<file path="config.mk">
export PLATFORM = sky130hd
export DESIGN_NAME = ahb_timer_flat
export DESIGN_NICKNAME = d
export VERILOG_FILES = /design/src/rtl/ahb_timer_if.sv /design/src/rtl/ahb_timer.sv /design/src/flat_wrapper.sv
export SDC_FILE = /design/constraint.sdc
export NUM_CORES = 1
export LEC_CHECK = 0
export CORE_ASPECT_RATIO = 0.7
export CORE_MARGIN = 3
export CORE_UTILIZATION = 58
export CTS_CLUSTER_DIAMETER = 100
export CTS_CLUSTER_SIZE = 10
export DETAILED_ROUTE_END_ITERATION = 16
export GPL_TIMING_DRIVEN = 0
export PLACE_DENSITY = 0.83
export SKIP_LAST_GASP = 1
export SLEW_MARGIN = 20
export SYNTH_ARGS = -nofsm -noshare
export SYNTH_HDL_FRONTEND = slang
export SYNTH_SLANG_ARGS = --single-unit
</file>
<file path="constraint.sdc">
create_clock -name HCLK -period 2.94 [get_ports HCLK]
set_input_delay 0.588 -clock HCLK [delete_from_list [all_inputs] [get_ports HCLK]]
set_output_delay 0.588 -clock HCLK [all_outputs]
set_load 0.02 [all_outputs]
</file>
<file path="src/rtl/ahb_timer_if.sv">
// AHB-Lite slave-side signal bundle for the timer; master drives the request,
// slave returns ready/response/read data.
interface ahb_timer_if;
  logic        HSEL;
  logic [31:0] HADDR;
  logic [1:0]  HTRANS;
  logic [2:0]  HSIZE;
  logic        HWRITE;
  logic [31:0] HWDATA;
  logic        HREADY;
  logic        HREADYOUT;
  logic        HRESP;
  logic [31:0] HRDATA;

  modport master (
    output HSEL, HADDR, HTRANS, HSIZE, HWRITE, HWDATA, HREADY,
    input  HREADYOUT, HRESP, HRDATA
  );

  modport slave (
    input  HSEL, HADDR, HTRANS, HSIZE, HWRITE, HWDATA, HREADY,
    output HREADYOUT, HRESP, HRDATA
  );
endinterface

</file>
<file path="src/rtl/ahb_timer.sv">
// Zero-wait-state AHB-Lite timer: 64-bit mtime/mtimecmp behind a prescaler,
// with a registered level interrupt for the core.
module ahb_timer #(
  parameter int PRE_W  = 16,
  parameter int ADDR_W = 5
) (
  input  logic       HCLK,
  input  logic       HRESET,
  ahb_timer_if.slave bus,
  output logic       irq_timer
);
  localparam int OFF_W = ADDR_W - 2;

  function automatic logic [3:0] lane_mask(input logic [2:0] size, input logic [1:0] a);
    logic [3:0] m;
    m = 4'b0000;
    case (size)
      3'd0:    m = 4'b0001 << a;
      3'd1:    if (!a[0]) m = a[1] ? 4'b1100 : 4'b0011;
      3'd2:    if (a == 2'd0) m = 4'b1111;
      default: m = 4'b0000;
    endcase
    return m;
  endfunction

  function automatic logic [31:0] merge_lanes(input logic [31:0] old, input logic [31:0] din,
                                              input logic [3:0] m);
    logic [31:0] r;
    r = old;
    for (int b = 0; b < 4; b++)
      if (m[b]) r[8*b +: 8] = din[8*b +: 8];
    return r;
  endfunction

  logic                  accept;
  logic                  vld_p0;
  logic                  wr_p0;
  logic [OFF_W-1:0]      off_p0;
  logic [3:0]            mask_p0;
  logic [2**OFF_W-1:0]   wsel;
  logic                  en;
  logic                  irq_en;
  logic [PRE_W-1:0]      prescale;
  logic [PRE_W-1:0]      pcnt;
  logic [63:0]           mtime;
  logic [63:0]           mtimecmp;
  logic                  tick;
  logic [31:0]           rdata;
  logic                  unused_bits;

  assign accept      = bus.HSEL & bus.HTRANS[1] & bus.HREADY;
  assign unused_bits = ^{bus.HADDR[31:ADDR_W], bus.HTRANS[0]};

  // Address phase -> data phase
  always_ff @(posedge HCLK) begin
    if (HRESET) vld_p0 <= 1'b0;
    else        vld_p0 <= accept;
  end

  always_ff @(posedge HCLK) begin
    if (accept) begin
      off_p0  <= bus.HADDR[ADDR_W-1:2];
      mask_p0 <= lane_mask(bus.HSIZE, bus.HADDR[1:0]);
      wr_p0   <= bus.HWRITE;
    end
  end

  // One-hot register write strobe; an empty lane mask writes nothing
  always_comb begin
    wsel = '0;
    if (vld_p0 && wr_p0 && (mask_p0 != 4'd0)) wsel[off_p0] = 1'b1;
  end

  assign tick = en & (pcnt == prescale);

  // Data phase: register writes, prescaler and timebase
  always_ff @(posedge HCLK) begin
    if (HRESET) begin
      en        <= 1'b0;
      irq_en    <= 1'b0;
      prescale  <= '0;
      pcnt      <= '0;
      mtime     <= 64'd0;
      mtimecmp  <= '1;
      irq_timer <= 1'b0;
    end else begin
      if (wsel[0] && mask_p0[0]) begin
        en     <= bus.HWDATA[0];
        irq_en <= bus.HWDATA[1];
      end
      if (wsel[1]) begin
        for (int i = 0; i < PRE_W; i++)
          if (mask_p0[i/8]) prescale[i] <= bus.HWDATA[i];
      end

      if (wsel[1] || tick) pcnt <= '0;
      else if (en)         pcnt <= pcnt + 1'b1;

      // A software write to either mtime half wins over the tick increment
      if (wsel[2] || wsel[3])
        mtime <= {wsel[3] ? merge_lanes(mtime[63:32], bus.HWDATA, mask_p0) : mtime[63:32],
                  wsel[2] ? merge_lanes(mtime[31:0],  bus.HWDATA, mask_p0) : mtime[31:0]};
      else if (tick)
        mtime <= mtime + 64'd1;

      if (wsel[4]) mtimecmp[31:0]  <= merge_lanes(mtimecmp[31:0],  bus.HWDATA, mask_p0);
      if (wsel[5]) mtimecmp[63:32] <= merge_lanes(mtimecmp[63:32], bus.HWDATA, mask_p0);

      irq_timer <= irq_en & (mtime >= mtimecmp);
    end
  end

  always_comb begin
    rdata = 32'd0;
    if (vld_p0) begin
      case (off_p0)
        3'd0:    rdata = {30'd0, irq_en, en};
        3'd1:    rdata = {{(32-PRE_W){1'b0}}, prescale};
        3'd2:    rdata = mtime[31:0];
        3'd3:    rdata = mtime[63:32];
        3'd4:    rdata = mtimecmp[31:0];
        3'd5:    rdata = mtimecmp[63:32];
        3'd6:    rdata = {31'd0, (mtime >= mtimecmp)};
        default: rdata = 32'd0;
      endcase
    end
  end

  assign bus.HRDATA    = rdata;
  assign bus.HREADYOUT = 1'b1;
  assign bus.HRESP     = 1'b0;
endmodule

</file>
<file path="src/flat_wrapper.sv">
// flat-port wrapper written by rule: the top's interface ports become plain ports
module ahb_timer_flat 
#(
  parameter int PRE_W  = 16,
  parameter int ADDR_W = 5
)
  (HCLK, HRESET, irq_timer, bus_HSEL, bus_HADDR, bus_HTRANS, bus_HSIZE, bus_HWRITE, bus_HWDATA, bus_HREADY, bus_HREADYOUT, bus_HRESP, bus_HRDATA);
  ahb_timer_if bus_i ();
  input  logic HCLK;
  input  logic HRESET;
  output logic irq_timer;
  input wire logic [$bits(bus_i.HSEL)-1:0] bus_HSEL;
  input wire logic [$bits(bus_i.HADDR)-1:0] bus_HADDR;
  input wire logic [$bits(bus_i.HTRANS)-1:0] bus_HTRANS;
  input wire logic [$bits(bus_i.HSIZE)-1:0] bus_HSIZE;
  input wire logic [$bits(bus_i.HWRITE)-1:0] bus_HWRITE;
  input wire logic [$bits(bus_i.HWDATA)-1:0] bus_HWDATA;
  input wire logic [$bits(bus_i.HREADY)-1:0] bus_HREADY;
  output wire logic [$bits(bus_i.HREADYOUT)-1:0] bus_HREADYOUT;
  output wire logic [$bits(bus_i.HRESP)-1:0] bus_HRESP;
  output wire logic [$bits(bus_i.HRDATA)-1:0] bus_HRDATA;
  assign bus_i.HSEL = bus_HSEL;
  assign bus_i.HADDR = bus_HADDR;
  assign bus_i.HTRANS = bus_HTRANS;
  assign bus_i.HSIZE = bus_HSIZE;
  assign bus_i.HWRITE = bus_HWRITE;
  assign bus_i.HWDATA = bus_HWDATA;
  assign bus_i.HREADY = bus_HREADY;
  assign bus_HREADYOUT = bus_i.HREADYOUT;
  assign bus_HRESP = bus_i.HRESP;
  assign bus_HRDATA = bus_i.HRDATA;
  ahb_timer #(.PRE_W(PRE_W), .ADDR_W(ADDR_W)) u_core (.HCLK(HCLK), .HRESET(HRESET), .bus(bus_i), .irq_timer(irq_timer));
endmodule
</file>
==> flow_summary_export.csv, run 1 <==
group,metric,value,unit
critical_path,worst_ep_arrival_time,2880,ps
critical_path,cp.required,2350,ps
sta,hold_viol_final,0,
floorplanning,floorplan.die_area,20600,um2
floorplanning,standard_cell_rows,41,
clocking,cts-hold-fix-buffers,0,
logic_synthesis,yosys_register_bits,172,
critical_path,r2r.worst_path.cells,7,
critical_path,timing.critical_path.slowest_cell_delay,480,ps
cells_and_area,layout_commonest_cell,"sky130_fd_sc_hd__nand2_1",
critical_path,worst_path_most_repeated_cell,"sky130_fd_sc_hd__o211ai_1",
grt,global_route.usage.total,0.425,
floorplanning,initial_core_util,0.599,
clocking,clock_path_buffers,2,
placement,dpl_cell_area,12000,um2
routing,wl,44.7,mm
logic_synthesis,yosysWarningCount,0,
clocking,cts_num_sinks,172,
critical_path,critical_path_cell_count,10,
grt,grt_max_degree,19,
routing,vias,12278,
floorplanning,core,18300,um2
placement,hpwlAfterDp,32.2,mm
routing,wire_per_inst,25.3,um
cells_and_area,final_util,0.714,
clocking,clkTransAtPathRegs,80,ps
logic_synthesis,synthCells,1405,
sta,tightest_slew,1090,ps
logic_synthesis,synth.yosys.seq_area_share,0.322,
critical_path,crit_fanout,2,
cells_and_area,final_nets,1656,
power,power_frac_comb,0.074,
floorplanning,die_width,170,um
routing,detailedRoute.firstIterationViolations,2273,
sta,report.final.slew_viol_count,0,
clocking,insertion_delay,460,ps
logic_synthesis,number_of_enable_flip_flop_cells_after_synthesis,8,
cells_and_area,layout_common_cells,"sky130_fd_sc_hd__nand2_1, sky130_fd_sc_hd__a21oi_1, sky130_fd_sc_hd__dfxtp_1",
routing,detail_route.drc_violations,0,
clocking,cts_inserted_buffers,17,
power,switching_share,0.277,
critical_path,critical_path.cell_chain,"inv_2 > ha_4 > and3_4 > o211ai_1 > o21a_2 > o211ai_1 > a2111oi_2 > nor2_1 > a22o_1 > buf_6",
logic_synthesis,post_synth_num_cell_types,78,
sta,setup-tns-final,-600,ps
floorplanning,io-pin-count,109,
critical_path,worst_setup_path_start_kind,"flop",
clocking,cts_tree,"yes",
logic_synthesis,post_synthesis_average_cell_area,7.78,um2
routing,dr.pass1.iters,7,
sta,post-route-period-util,1.18,
logic_synthesis,cell_area_after_synthesis,10900,um2
placement,place_congestion,1.05,
sta,timing.slew.headroom,0.277,
status,outcome,"finished, violations left",
routing,drt.antenna.violating_nets,0,
cells_and_area,synthToLayoutAreaGrowth,19.3,%
power,power.clock.fraction,0.465,
critical_path,endpoint,"bus_HRDATA[0]",
clocking,ctsRootBufferMaster,"sky130_fd_sc_hd__clkbuf_16",
critical_path,type_of_the_worst_setup_path,"reg2out",
critical_path,beginning_of_the_critical_path,"u_core.mtimecmp[6]",
power,ir_drop,0.000358,V
logic_synthesis,ys_async_sr_fraction,0,
critical_path,cp_num_buf_inv,2,
power,p_int,0.00369,W
placement,numPortBuffers,77,
clocking,h-tree-depth,4,
power,cellLeakagePower,5.46,nW
power,pwr_density_cell,392,nW/um2
cells_and_area,layout-drive-gt1-share,0.139,
critical_path,timing.rr.end,"u_core.mtime[43]",
floorplanning,die_h,121,um
logic_synthesis,synth.net_count,1545,
cells_and_area,num-fill-cells,1509,
status,violations,"setup timing",
run,max_cap_viol_count,0,
sta,finalCriticalPeriod,3470,ps
power,seqPwrFrac,0.462,
grt,global_route_wire_length_before_repair,66.4,mm
cells_and_area,antenna_cells_inserted,0,
sta,setup_repair_after_global_routing_missed_its_margin,"true",
critical_path,cp_top_family,"compound AO/OA/AOI/OAI gates",
sta,setup-violations-final,5,
sta,skew,19.5,ps
power,net-switching-power,0.00142,W
grt,gr-total-overflow,0,
worst_hold_path,hp_class,"reg2reg",
grt,number_of_global_route_vias_before_repair,11455,
critical_path,cpMaxStageDelayCell,"sky130_fd_sc_hd__o211ai_1",
critical_path,r2r-start,"u_core.mask_p0[3]",
grt,antenna_violations_before_repair,0,
cells_and_area,postLayoutCellArea,13000,um2
sta,fmax,288,MHz
logic_synthesis,ys_dominant_reg_cell,"sky130_fd_sc_hd__dfxtp_1",
routing,vias_per_cell,6.96,
critical_path,cp-end-kind,"output port",
sta,layout_setup_ws,-530,ps
critical_path,setup_slack_on_the_worst_flop_to_flop_path,-40,ps
## flip-flops by register name, indices dropped and copies added (netlist names)
register,cells
u_core.en,1
u_core.mtime,64
u_core.off_p0,3
u_core.irq_timer,1
u_core.mtimecmp,64
u_core.prescale,16
u_core.mask_p0,4
u_core.wr_p0,1
u_core.pcnt,16
u_core.irq_en,1
u_core.vld_p0,1
## worst min path at each step
stage,startpoint,to,cells past startpoint
CTS,u_core.prescale[0],u_core.prescale[0],2
global placement,u_core.prescale[0],u_core.prescale[0],2
finish,u_core.prescale[7],u_core.prescale[7],2
floorplan,u_core.prescale[1],u_core.prescale[1],2
detailed placement,u_core.prescale[0],u_core.prescale[0],2
global route,u_core.prescale[7],u_core.prescale[7],2
## stage by stage
stage | power, W | instances | hold slack [ps] | setup slack [ps]
2_1_floorplan | 0.00256 | 1405 | 458 | 285
3_3_place_gp | 0.00275 | 1718 | 479 | -1280
3_5_place_dp | 0.00275 | 1718 | 476 | -1310
4_1_cts | 0.00506 | 1760 | 491 | -520
5_1_grt | 0.00519 | 1765 | 515 | -604
6_report | 0.00511 | 1765 | 495 | -530
## cells in the mapped netlist, types with 5 or more instances
cell / instances / area [um2]
sky130_fd_sc_hd__o211ai_1: 69 / 518
sky130_fd_sc_hd__nor3_1: 17 / 85.1
sky130_fd_sc_hd__nand3_1: 54 / 270
sky130_fd_sc_hd__and3_1: 22 / 138
sky130_fd_sc_hd__inv_1: 76 / 285
sky130_fd_sc_hd__nor2_1: 103 / 387
sky130_fd_sc_hd__xor2_1: 23 / 201
sky130_fd_sc_hd__o21ai_0: 65 / 325
sky130_fd_sc_hd__o32ai_1: 5 / 43.8
sky130_fd_sc_hd__o22ai_1: 15 / 93.8
sky130_fd_sc_hd__xnor2_1: 9 / 78.8
sky130_fd_sc_hd__and2_1: 17 / 106
sky130_fd_sc_hd__buf_2: 9 / 45.0
sky130_fd_sc_hd__or3_1: 6 / 37.5
sky130_fd_sc_hd__nor4_1: 6 / 37.5
sky130_fd_sc_hd__a31oi_1: 7 / 43.8
sky130_fd_sc_hd__and4_1: 14 / 123
sky130_fd_sc_hd__edfxtp_1: 8 / 240
sky130_fd_sc_hd__clkbuf_1: 70 / 263
sky130_fd_sc_hd__nand2_1: 185 / 694
sky130_fd_sc_hd__a21o_1: 20 / 150
sky130_fd_sc_hd__a22oi_1: 47 / 353
sky130_fd_sc_hd__nand4_1: 26 / 163
sky130_fd_sc_hd__nand2b_1: 6 / 37.5
sky130_fd_sc_hd__nor3_2: 5 / 50.1
sky130_fd_sc_hd__a211oi_1: 28 / 210
sky130_fd_sc_hd__dfxtp_1: 164 / 3280
sky130_fd_sc_hd__a21oi_1: 144 / 721
sky130_fd_sc_hd__a221oi_1: 5 / 43.8
sky130_fd_sc_hd__ha_1: 66 / 826
sky130_fd_sc_hd__mux2i_1: 19 / 190
sky130_fd_sc_hd__o31ai_1: 10 / 75.1
## metal layers
metal | up-vias | track usage | part of all wire
met5 | - | 0 | 0
met4 | 0 | 0.167 | 0.043
met3 | 180 | 0.180 | 0.18
met2 | 1051 | 0.567 | 0.38
met1 | 5655 | 0.601 | 0.40
li1 | 5392 | - | -
## power by group through the flow
stage | Sequential [W] | Clock (W) | Combinational [W]
after global placement | 0.00242 | 0 | 0.000329
after CTS | 0.00236 | 0.00235 | 0.000347
after floorplan | 0.00242 | 0 | 0.000140
after global routing | 0.00236 | 0.00245 | 0.000379
final | 0.00236 | 0.00237 | 0.000375
after detailed placement | 0.00242 | 0 | 0.000332
## final cells by class
cell class,instances,area (um2),share of cell area
repair buffers,93,800,0.0613
clock inverters,15,176,0.0135
well taps,236,295,0.0226
inverters,77,289,0.0222
plain buffers,89,484,0.0371
flip-flops and latches,172,3570,0.274
multi-input cells,1066,7000,0.537
clock buffers,17,425,0.0326
## kinds of logic (layout without fill, tap and decap cells)
| kind of cell | count (synthesis) | after routing | synth area share |
|---|---|---|---|
| AND/OR/NAND/NOR | 487 | 487 | 0.221 |
| adder cells (fa/ha/maj) | 66 | 66 | 0.0755 |
| multiplexers | 20 | 20 | 0.0195 |
| other | 2 | 2 | 0.000687 |
| AO/OA/AOI/OAI | 459 | 459 | 0.273 |
| XOR/XNOR | 32 | 32 | 0.0256 |
| buffers and inverters | 167 | 291 | 0.0618 |
| flip-flops | 172 | 172 | 0.322 |
## worst register-to-register path: stages (launching register included)
cell	delay (ps)
sky130_fd_sc_hd__edfxtp_1	540
sky130_fd_sc_hd__or4_4	550
sky130_fd_sc_hd__nand3b_1	420
sky130_fd_sc_hd__buf_2	390
sky130_fd_sc_hd__nand4_1	290
sky130_fd_sc_hd__o41ai_1	480
sky130_fd_sc_hd__nand2_1	100
sky130_fd_sc_hd__a21oi_1	120
## what timing repair did
item / 4_1_cts / 5_1_grt
endpoints found under the setup margin: 59 / 56
buffers inserted: 11 / 5
pin swaps: 18 / 9
cloned: 0 / 0
gates resized for setup: 159 / 59
endpoints found under the hold margin: 0 / 0
No activity file was read; power rests on OpenSTA's default activity.
==> inputs of run 2 (changes only) <==
--- a/config.mk
+++ b/config.mk
@@ -7,12 +7,12 @@
 export LEC_CHECK = 0
 export CORE_ASPECT_RATIO = 0.7
 export CORE_MARGIN = 3
-export CORE_UTILIZATION = 58
+export CORE_UTILIZATION = 55
 export CTS_CLUSTER_DIAMETER = 100
 export CTS_CLUSTER_SIZE = 10
 export DETAILED_ROUTE_END_ITERATION = 16
 export GPL_TIMING_DRIVEN = 0
-export PLACE_DENSITY = 0.83
+export PLACE_DENSITY = 0.79
 export SKIP_LAST_GASP = 1
 export SLEW_MARGIN = 20
 export SYNTH_ARGS = -nofsm -noshare
==> run 2 against run 1 <==
- via count up 0.29%
- cell count up 2.2%
- largest power group unchanged
- utilization decreased by 3.0 points
- first-iteration DRC count increased by 1.7%
- combinational power rose by 2%
- the flow still finishes with violations (setup timing)
- global-route usage shrank 2.5 points
==> flow_summary_export.csv, run 2 (synthesized netlist as in run 1, its figures left out) <==
group,metric,value,unit
run,max_cap_viol_count,0,
sta,skew,11.8,ps
critical_path,cpMaxStageDelayCell,"sky130_fd_sc_hd__a221oi_4",
routing,vias_per_cell,6.83,
clocking,cts_num_sinks,172,
routing,detail_route.drc_violations,0,
grt,number_of_global_route_vias_before_repair,11149,
sta,tightest_slew,1080,ps
routing,vias,12314,
routing,wl,44.2,mm
critical_path,cp.required,2350,ps
grt,antenna_violations_before_repair,2,
sta,fmax,282,MHz
routing,dr.pass1.iters,9,
power,ir_drop,0.000381,V
grt,global_route.usage.total,0.401,
critical_path,crit_fanout,6,
floorplanning,initial_core_util,0.570,
cells_and_area,final_nets,1666,
grt,grt_max_degree,18,
placement,dpl_cell_area,12000,um2
grt,global_route_wire_length_before_repair,65.9,mm
placement,post-place-cells,1746,
sta,setup-violations-final,4,
routing,drt.antenna.violating_nets,0,
power,totalPowerFinal,0.00516,W
sta,layout_setup_ws,-600,ps
cells_and_area,postLayoutCellArea,13100,um2
critical_path,critical_path.cell_chain,"ha_1 > and4_1 > a221oi_4 > o211ai_1 > a2111oi_1 > nor2_1 > a22o_1 > buf_6",
clocking,cts_inserted_buffers,17,
clocking,clock_path_buffers,2,
sta,finalCriticalPeriod,3540,ps
cells_and_area,layout_commonest_cell,"sky130_fd_sc_hd__nand2_1",
critical_path,cp-end-kind,"output port",
cells_and_area,layout_common_cells,"sky130_fd_sc_hd__nand2_1, sky130_fd_sc_hd__a21oi_1, sky130_fd_sc_hd__dfxtp_1",
clocking,h-tree-depth,4,
floorplanning,io-pin-count,109,
worst_hold_path,hp_class,"reg2reg",
critical_path,setup_slack_on_the_worst_flop_to_flop_path,0,ps
cells_and_area,post_layout_nonfiller_instances,1803,
clocking,clkTransAtPathRegs,80,ps
clocking,cts_tree,"yes",
placement,numPortBuffers,77,
sta,post-route-period-util,1.20,
clocking,insertion_delay,450,ps
placement,place_congestion,0.999,
floorplanning,die_h,124,um
sta,holdWs,491,ps
critical_path,worst_setup_path_start_kind,"flop",
critical_path,timing.critical_path.slowest_cell_delay,460,ps
cells_and_area,synthToLayoutAreaGrowth,20.0,%
grt,gr-total-overflow,0,
sta,setup_repair_after_global_routing_missed_its_margin,"true",
cells_and_area,layout-drive-gt1-share,0.142,
critical_path,type_of_the_worst_setup_path,"reg2out",
routing,detailedRoute.firstIterationViolations,2312,
clocking,ctsRootBufferMaster,"sky130_fd_sc_hd__clkbuf_16",
power,cellLeakagePower,5.49,nW
status,outcome,"finished, violations left",
placement,hpwlAfterDp,31.6,mm
sta,timing.slew.headroom,0.278,
floorplanning,core,19200,um2
status,violations,"setup timing",
cells_and_area,antenna_cells_inserted,0,
floorplanning,standard_cell_rows,42,
sta,hold_viol_final,0,
floorplanning,die_width,174,um
critical_path,worst_ep_arrival_time,2950,ps
sta,report.final.slew_viol_count,0,
floorplanning,floorplan.die_area,21600,um2
routing,wire_per_inst,24.5,um
power,pwr_density_cell,394,nW/um2
cells_and_area,reg.largest.list,"u_core.mtime x64, u_core.mtimecmp x64",
[run 2: cell count changes in the layout (fill, tap and decap cells not counted), sizes merged]
cell and delta:
buf +16, bufinv +1, clkbuf -2, clkinv -5, dlygate4sd2 -4, inv +4
[run 2: final timing paths]
path | startpoint | end | cells after the start
worst max-delay path | u_core.mtime[47] | bus_HRDATA[0] | 8
worst min-delay path | u_core.prescale[10] | u_core.prescale[10] | 2
worst max register to register | u_core.mask_p0[1] | u_core.mtime[35] | 7
worst min register to register | u_core.prescale[10] | u_core.prescale[10] | 2
[run 2: layout make-up]
class / count / area (um2)
flip-flops and latches: 172 / 3560
clock inverters: 15 / 178
inverters: 77 / 289
well taps: 264 / 330
fillers: 1618 / 6070
plain buffers: 89 / 509
clock buffers: 17 / 425
multi-input cells: 1066 / 6960
repair buffers: 103 / 860
[run 2: metal layers]
metal / part of all wire / vias to the layer above / global-route usage
li1: - / 5404 / -
met1: 0.41 / 5696 / 0.578
met5: 0.0020 / - / 0
met2: 0.39 / 1064 / 0.552
met3: 0.16 / 144 / 0.134
met4: 0.036 / 6 / 0.148
[run 2: worst max-delay path, delay by kind of cell (launching register included)]
family	cells	cell delay, ps
flip-flops	1	450
AND/OR/NAND/NOR	2	370
AO/OA/AOI/OAI	4	1230
adder cells (fa/ha/maj)	1	310
buffers and inverters	1	140
[run 2: power breakdown]
group / internal, W / switching [W] / leakage [nW]
registers: 0.00235 / 0.0000135 / 1.40
clock network: 0.00129 / 0.00113 / 0.297
logic: 0.000134 / 0.000249 / 3.79
[run 2: metrics by stage]
stage	utilization	setup WS, ps	setup TNS, ps
2_1_floorplan	-	285	0
3_3_place_gp	0.627	-1250	-32040
3_5_place_dp	0.628	-1290	-33580
4_1_cts	0.680	-523	-1320
5_1_grt	0.684	-666	-805
6_report	0.684	-600	-608
[run 2: timing repair]
action,in CTS,in global routing
hold endpoints to repair,0,0
resized for setup,150,77
cloned,0,0
endpoints found under the setup margin,64,82
hold buffers,0,0
buffers inserted,17,9
pin swaps,20,12
